==> src/rtl/sin_horner_seq.sv <==
// sin_horner_seq: sequential odd-polynomial sine approximation in Q2.13.
// One shared signed multiplier is time-multiplexed over a small FSM that
// evaluates sin x = x*(1 + x2*(C3 + x2*(C5 + x2*C7))) one product per cycle.
// Build option: define SIN_HORNER_FOLD_EN to accept angles up to +/-pi and
// fold them into +/-pi/2 in an extra FOLD cycle; otherwise inputs are
// saturated to +/-pi/2 at capture.
module sin_horner_seq #(
  parameter int DATA_W = 16,
  parameter int COEF_W = 16,
  parameter logic signed [COEF_W-1:0] C3 = -1365,
  parameter logic signed [COEF_W-1:0] C5 = 68,
  parameter logic signed [COEF_W-1:0] C7 = -2
) (
  input  logic                     clk,
  input  logic                     rst,
  input  logic                     in_valid,
  output logic                     in_ready,
  input  logic signed [DATA_W-1:0] in_x,
  output logic                     out_valid,
  input  logic                     out_ready,
  output logic signed [DATA_W-1:0] out_sin,
  output logic                     busy
);

  localparam int FRAC = 13;

  localparam logic signed [DATA_W-1:0] ONE_Q   = DATA_W'(8192);
  localparam logic signed [DATA_W-1:0] HALF_PI = DATA_W'(12868);
  localparam logic signed [DATA_W-1:0] PI_Q    = DATA_W'(25736);

`ifdef SIN_HORNER_FOLD_EN
  localparam logic signed [DATA_W-1:0] IN_LIM = PI_Q;
`else
  localparam logic signed [DATA_W-1:0] IN_LIM = HALF_PI;
`endif

  localparam logic signed [DATA_W-1:0] C3_EXT = DATA_W'(C3);
  localparam logic signed [DATA_W-1:0] C5_EXT = DATA_W'(C5);
  localparam logic signed [DATA_W-1:0] C7_EXT = DATA_W'(C7);

`ifdef SIN_HORNER_FOLD_EN
  typedef enum logic [2:0] {
    IDLE, FOLD, SQ, H1, H2, H3, FIN, DONE
  } state_t;
  localparam state_t FIRST = FOLD;
`else
  typedef enum logic [2:0] {
    IDLE, SQ, H1, H2, H3, FIN, DONE
  } state_t;
  localparam state_t FIRST = SQ;
`endif

  state_t state, state_n;

  logic signed [DATA_W-1:0]   x_r;
  logic signed [DATA_W-1:0]   x2_r;
  logic signed [DATA_W-1:0]   t_r;
  logic signed [DATA_W-1:0]   mul_a;
  logic signed [DATA_W-1:0]   mul_b;
  logic signed [DATA_W-1:0]   addend;
  logic signed [2*DATA_W-1:0] prod;
  logic signed [DATA_W-1:0]   prod_q;
  logic signed [DATA_W-1:0]   acc;

  // Floor shift by FRAC then keep the low DATA_W bits (wraps, no saturation).
  function automatic logic signed [DATA_W-1:0] reduce_q13(
    input logic signed [2*DATA_W-1:0] p
  );
    return p[FRAC +: DATA_W];
  endfunction

  // Clamp a value to the symmetric range [-lim, +lim].
  function automatic logic signed [DATA_W-1:0] sat_sym(
    input logic signed [DATA_W-1:0] v,
    input logic signed [DATA_W-1:0] lim
  );
    if (v > lim)       return lim;
    else if (v < -lim) return -lim;
    else               return v;
  endfunction

  // Reflect an angle in [-pi, pi] into [-pi/2, pi/2] keeping sin unchanged.
  function automatic logic signed [DATA_W-1:0] fold_half_pi(
    input logic signed [DATA_W-1:0] v
  );
    if (v > HALF_PI)       return PI_Q - v;
    else if (v < -HALF_PI) return -PI_Q - v;
    else                   return v;
  endfunction

  assign prod   = mul_a * mul_b;
  assign prod_q = reduce_q13(prod);
  assign acc    = addend + prod_q;

  // State register.
  always_ff @(posedge clk) begin
    if (rst) state <= IDLE;
    else     state <= state_n;
  end

  // Next state, handshake outputs and multiplier operand selection.
  always_comb begin
    state_n   = state;
    in_ready  = 1'b0;
    out_valid = 1'b0;
    busy      = 1'b1;
    mul_a     = x_r;
    mul_b     = x_r;
    addend    = '0;
    case (state)
      IDLE: begin
        in_ready = 1'b1;
        busy     = 1'b0;
        if (in_valid) state_n = FIRST;
      end
`ifdef SIN_HORNER_FOLD_EN
      FOLD: state_n = SQ;
`endif
      SQ: begin
        mul_a   = x_r;
        mul_b   = x_r;
        state_n = H1;
      end
      H1: begin
        mul_a   = x2_r;
        mul_b   = C7_EXT;
        addend  = C5_EXT;
        state_n = H2;
      end
      H2: begin
        mul_a   = x2_r;
        mul_b   = t_r;
        addend  = C3_EXT;
        state_n = H3;
      end
      H3: begin
        mul_a   = x2_r;
        mul_b   = t_r;
        addend  = ONE_Q;
        state_n = FIN;
      end
      FIN: begin
        mul_a   = x_r;
        mul_b   = t_r;
        state_n = DONE;
      end
      DONE: begin
        out_valid = 1'b1;
        if (out_ready) state_n = IDLE;
      end
      default: state_n = IDLE;
    endcase
  end

  // Working registers: angle capture/fold, x^2 and the Horner accumulator.
  always_ff @(posedge clk) begin
    case (state)
      IDLE: if (in_valid) x_r <= sat_sym(in_x, IN_LIM);
`ifdef SIN_HORNER_FOLD_EN
      FOLD: x_r <= fold_half_pi(x_r);
`endif
      SQ:         x2_r <= prod_q;
      H1, H2, H3: t_r  <= acc;
      default: ;
    endcase
  end

  // Result register: loaded in FIN, held until the next FIN.
  always_ff @(posedge clk) begin
    if (rst)              out_sin <= '0;
    else if (state == FIN) out_sin <= prod_q;
  end

`ifndef SIN_HORNER_FOLD_EN
  // fold_half_pi and PI_Q are only used by the folding build.
  logic unused_fold;
  assign unused_fold = ^{fold_half_pi(x_r), PI_Q};
`endif

endmodule

==> config.mk <==
export PLATFORM = sky130hd
export DESIGN_NAME = sin_horner_seq
export DESIGN_NICKNAME = d
export VERILOG_FILES = /design/src/rtl/sin_horner_seq.sv
export SDC_FILE = /design/constraint.sdc
export NUM_CORES = 1
export LEC_CHECK = 0
export CAP_MARGIN = 15
export CORE_MARGIN = 3
export CORE_UTILIZATION = 30
export CTS_CLUSTER_DIAMETER = 50
export DETAILED_ROUTE_END_ITERATION = 10
export HOLD_SLACK_MARGIN = 0.02
export SYNTH_ARGS = -nofsm -noshare
export SYNTH_HDL_FRONTEND = slang
export SYNTH_SLANG_ARGS = --single-unit
==> constraint.sdc <==
create_clock -name clk -period 8.19 [get_ports clk]
set_clock_uncertainty 0.05 [all_clocks]
set_input_delay 1.638 -clock clk [delete_from_list [all_inputs] [get_ports clk]]
set_output_delay 1.638 -clock clk [all_outputs]
set_load 0.01 [all_outputs]
==> results.md <==
- Crit path top cell by count: fa_1
- Layout area overhead: 29.66%
- Syn Nets: 1,725
- Drt initial violations: slightly above 800
- Gr ovfl total: 0
- Die height: between 200 and 250 um
- Gp weighted congestion: between 0.9 and 1
- Vias in the first global route: 10,960
- Die W: about 210 um
- RSZ-0062 raised after global routing: yes
- Final core utilization: 39.66%
- Top-count cell post-synth: inv_1
- Hold_buf cts: 0
- Synthesized flop and latch total: between 60 and 70
- DRC Markers: 0
- TritonCTS buffer count: 9
- Port Buf Inserts: 38
- Starting Density: between 30 and 40%
- CP Max Fanout: 5
- Clock transition at the registers of the reported paths: 0.06 ns
- H-tree depth: 3
- Post-Syn Instances: 1,378
- Top_reg_cell synth: edfxtp_1
- Drt first pass iters: 5
- Final Max Tran Viols: 0
- Final wirelength: just under 40,000 um
- Max frequency: 0.1228 GHz
- Synth warn: 0
- Seq/Total Area, Yosys: 14.49%
- Layout cells sized above 1: a little under a quarter
- Total track usage: between 15 and 20%
- Worst-Margin Slew: 0.8621 ns
- Initial antenna violation count: 0
- Top cells by count, synth: inv_1 (313), fa_1 (239), nand2_1 (173), nor2_1 (146), ha_1 (88)
- Crit path capture type: flop
- EDFF count, synth: 48
- Slowest Stage Delay on Critical Path: around 0.61 ns
- Avg WL per Cell: around 18 um
- Most area-hungry cell type in the Yosys netlist: fa_1
- Synth cell types: between 50 and 60
- Crit-path slowest cell: fa_1
- Cell area after synthesis: ~13,000 um^2
- CTS tree: yes
- Root buffer cell: clkbuf_16
- Post-synth ARST share: 0%
- HP Class: flop to flop
- Post-route clock period utilization: slightly below 100%
- Number of core rows: 74
- Clock Path Buffers: 2
- I/O Pins: 39
- Yosys top cell area share: between 30% and 40%
- Largest net degree at the start of global routing: 38
- First-pass GRT wire length: ~62,000 um
- Top delay family on crit path: adder cells
- Antenna cells: 0
- Synth area leaders: fa_1 (38%), edfxtp_1 (11%), inv_1 (9.3%), ha_1 (8.8%), nand2_1 (5.2%)
- Hold Fails Final Rpt: 0
- Setup tns final: 0 ns
- Core region area: ~41,000 um^2
- Crit start category: flop
- Hold Slack: 0.4076 ns
- Clock latency on the worst-skew pair: 0.34 ns
- Setup-failing EPs final: 0
- Final Net Count: 1,969
- Crit path DAT: ~8 ns
- Clock Sinks: between 60 and 70
- Via density: between 4 and 5
- Setup CP Type: flop to flop
- Period minus WS final: 8.145 ns
- Max cap viols: 0
- Status: finished clean
- Avg Inst Size Synth: a little over 9 um^2
- Fillers: slightly above 4,000
- Relative slew margins: between 40% and 50%
- Dpl hpwl: around 33,000 um
- Final antenna-violating net count: 0
- Data required, critical path: 8.22 ns
- Die area: ~44,000 um^2
- Vias: 10,320
- Critical path buffers and inverters: 5
==> kinds of logic after synthesis <==
kind of cell / share of synthesized area [%]
mux: 4.040
compound gates: 8.319
fa+ha+maj: 46.81
flops: 14.49
xor+xnor: 3.333
buf+inv: 10.53
simple gates: 12.49
==> worst register-to-register path: cells and delay by family (launching register included) <==
family,cells,cell delay [ns]
AO/OA/AOI/OAI,9,2.04
XOR/XNOR,2,0.37
adder cells (fa/ha/maj),8,3.69
buffers and inverters,5,0.56
flip-flops,1,0.37
multiplexers,1,0.26
AND/OR/NAND/NOR,4,0.56
==> flip-flops by register name, summed over array words and instances (netlist names) <==
register,cells
state,3
x2_r,16
x_r,16
t_r,16
out_sin,16
==> path summary, 6_finish.rpt <==
check / startpoint / end / slack, ns / cells after the start
min reg2reg: out_sin[0] / out_sin[0] / 0.41 / 2
min: out_sin[0] / out_sin[0] / 0.41 / 2
max reg2reg: state[1] / t_r[12] / 0.04 / 29
max: state[1] / t_r[12] / 0.04 / 29
==> cells in the final DEF, fill, tap and decap left out, types with 11 or more instances in the layout <==
master	count
dfxtp_1	16
clkdlybuf4s50_1	38
mux2_2	20
and2_1	16
nand2b_1	13
a21oi_2	14
a21oi_1	30
clkbuf_16	11
fa_2	14
o22ai_1	13
xnor2_1	33
buf_4	205
fa_1	225
nor2_1	143
edfxtp_1	48
ha_1	78
o21a_1	19
o21ai_0	14
inv_1	309
nand2_1	169
==> what timing repair did <==
item                       in CTS  in global routing
gates resized for setup        54                 85
setup buffers                   6                 32
pin swaps                      15                 58
setup endpoints to repair       8                  9
cloned                          2                  2
==> per-layer routing <==
metal	wire length (um)	GRT usage, %	share of wire, %	vias to the layer above
met5	0	0	0	-
met4	1127	4.873	2.9	0
met3	2460	2.406	6.3	61
met2	18810	29.95	48	350
met1	16830	24.97	43	5172
li1	-	-	-	4738
==> through the flow <==
stage	setup WS (ns)	area, um^2	cells
after floorplan	0.003118	12610	1378
after global placement	-0.2644	15030	2102
after detailed placement	-0.3991	15030	2102
after CTS	0.0006271	15670	2126
after global routing	-0.1657	16300	2159
final	0.04499	16300	2159
==> final cells by class <==
| type | count | area, um^2 | share of cell area, % |
|---|---|---|---|
| Inverter | 313 | 1175 | 7.206 |
| Clock buffer | 10 | 250.2 | 1.535 |
| Timing Repair Buffer | 271 | 2355 | 14.44 |
| Clock inverter | 6 | 50.05 | 0.3070 |
| Sequential cell | 67 | 1828 | 11.21 |
| Multi-Input combinational cell | 960 | 9981 | 61.22 |
| Tap cell | 532 | 665.6 | 4.083 |
Power is left out: the tool's default activity adds up to more than one toggle a clock period on the data nets, which glitch-free logic cannot reach.
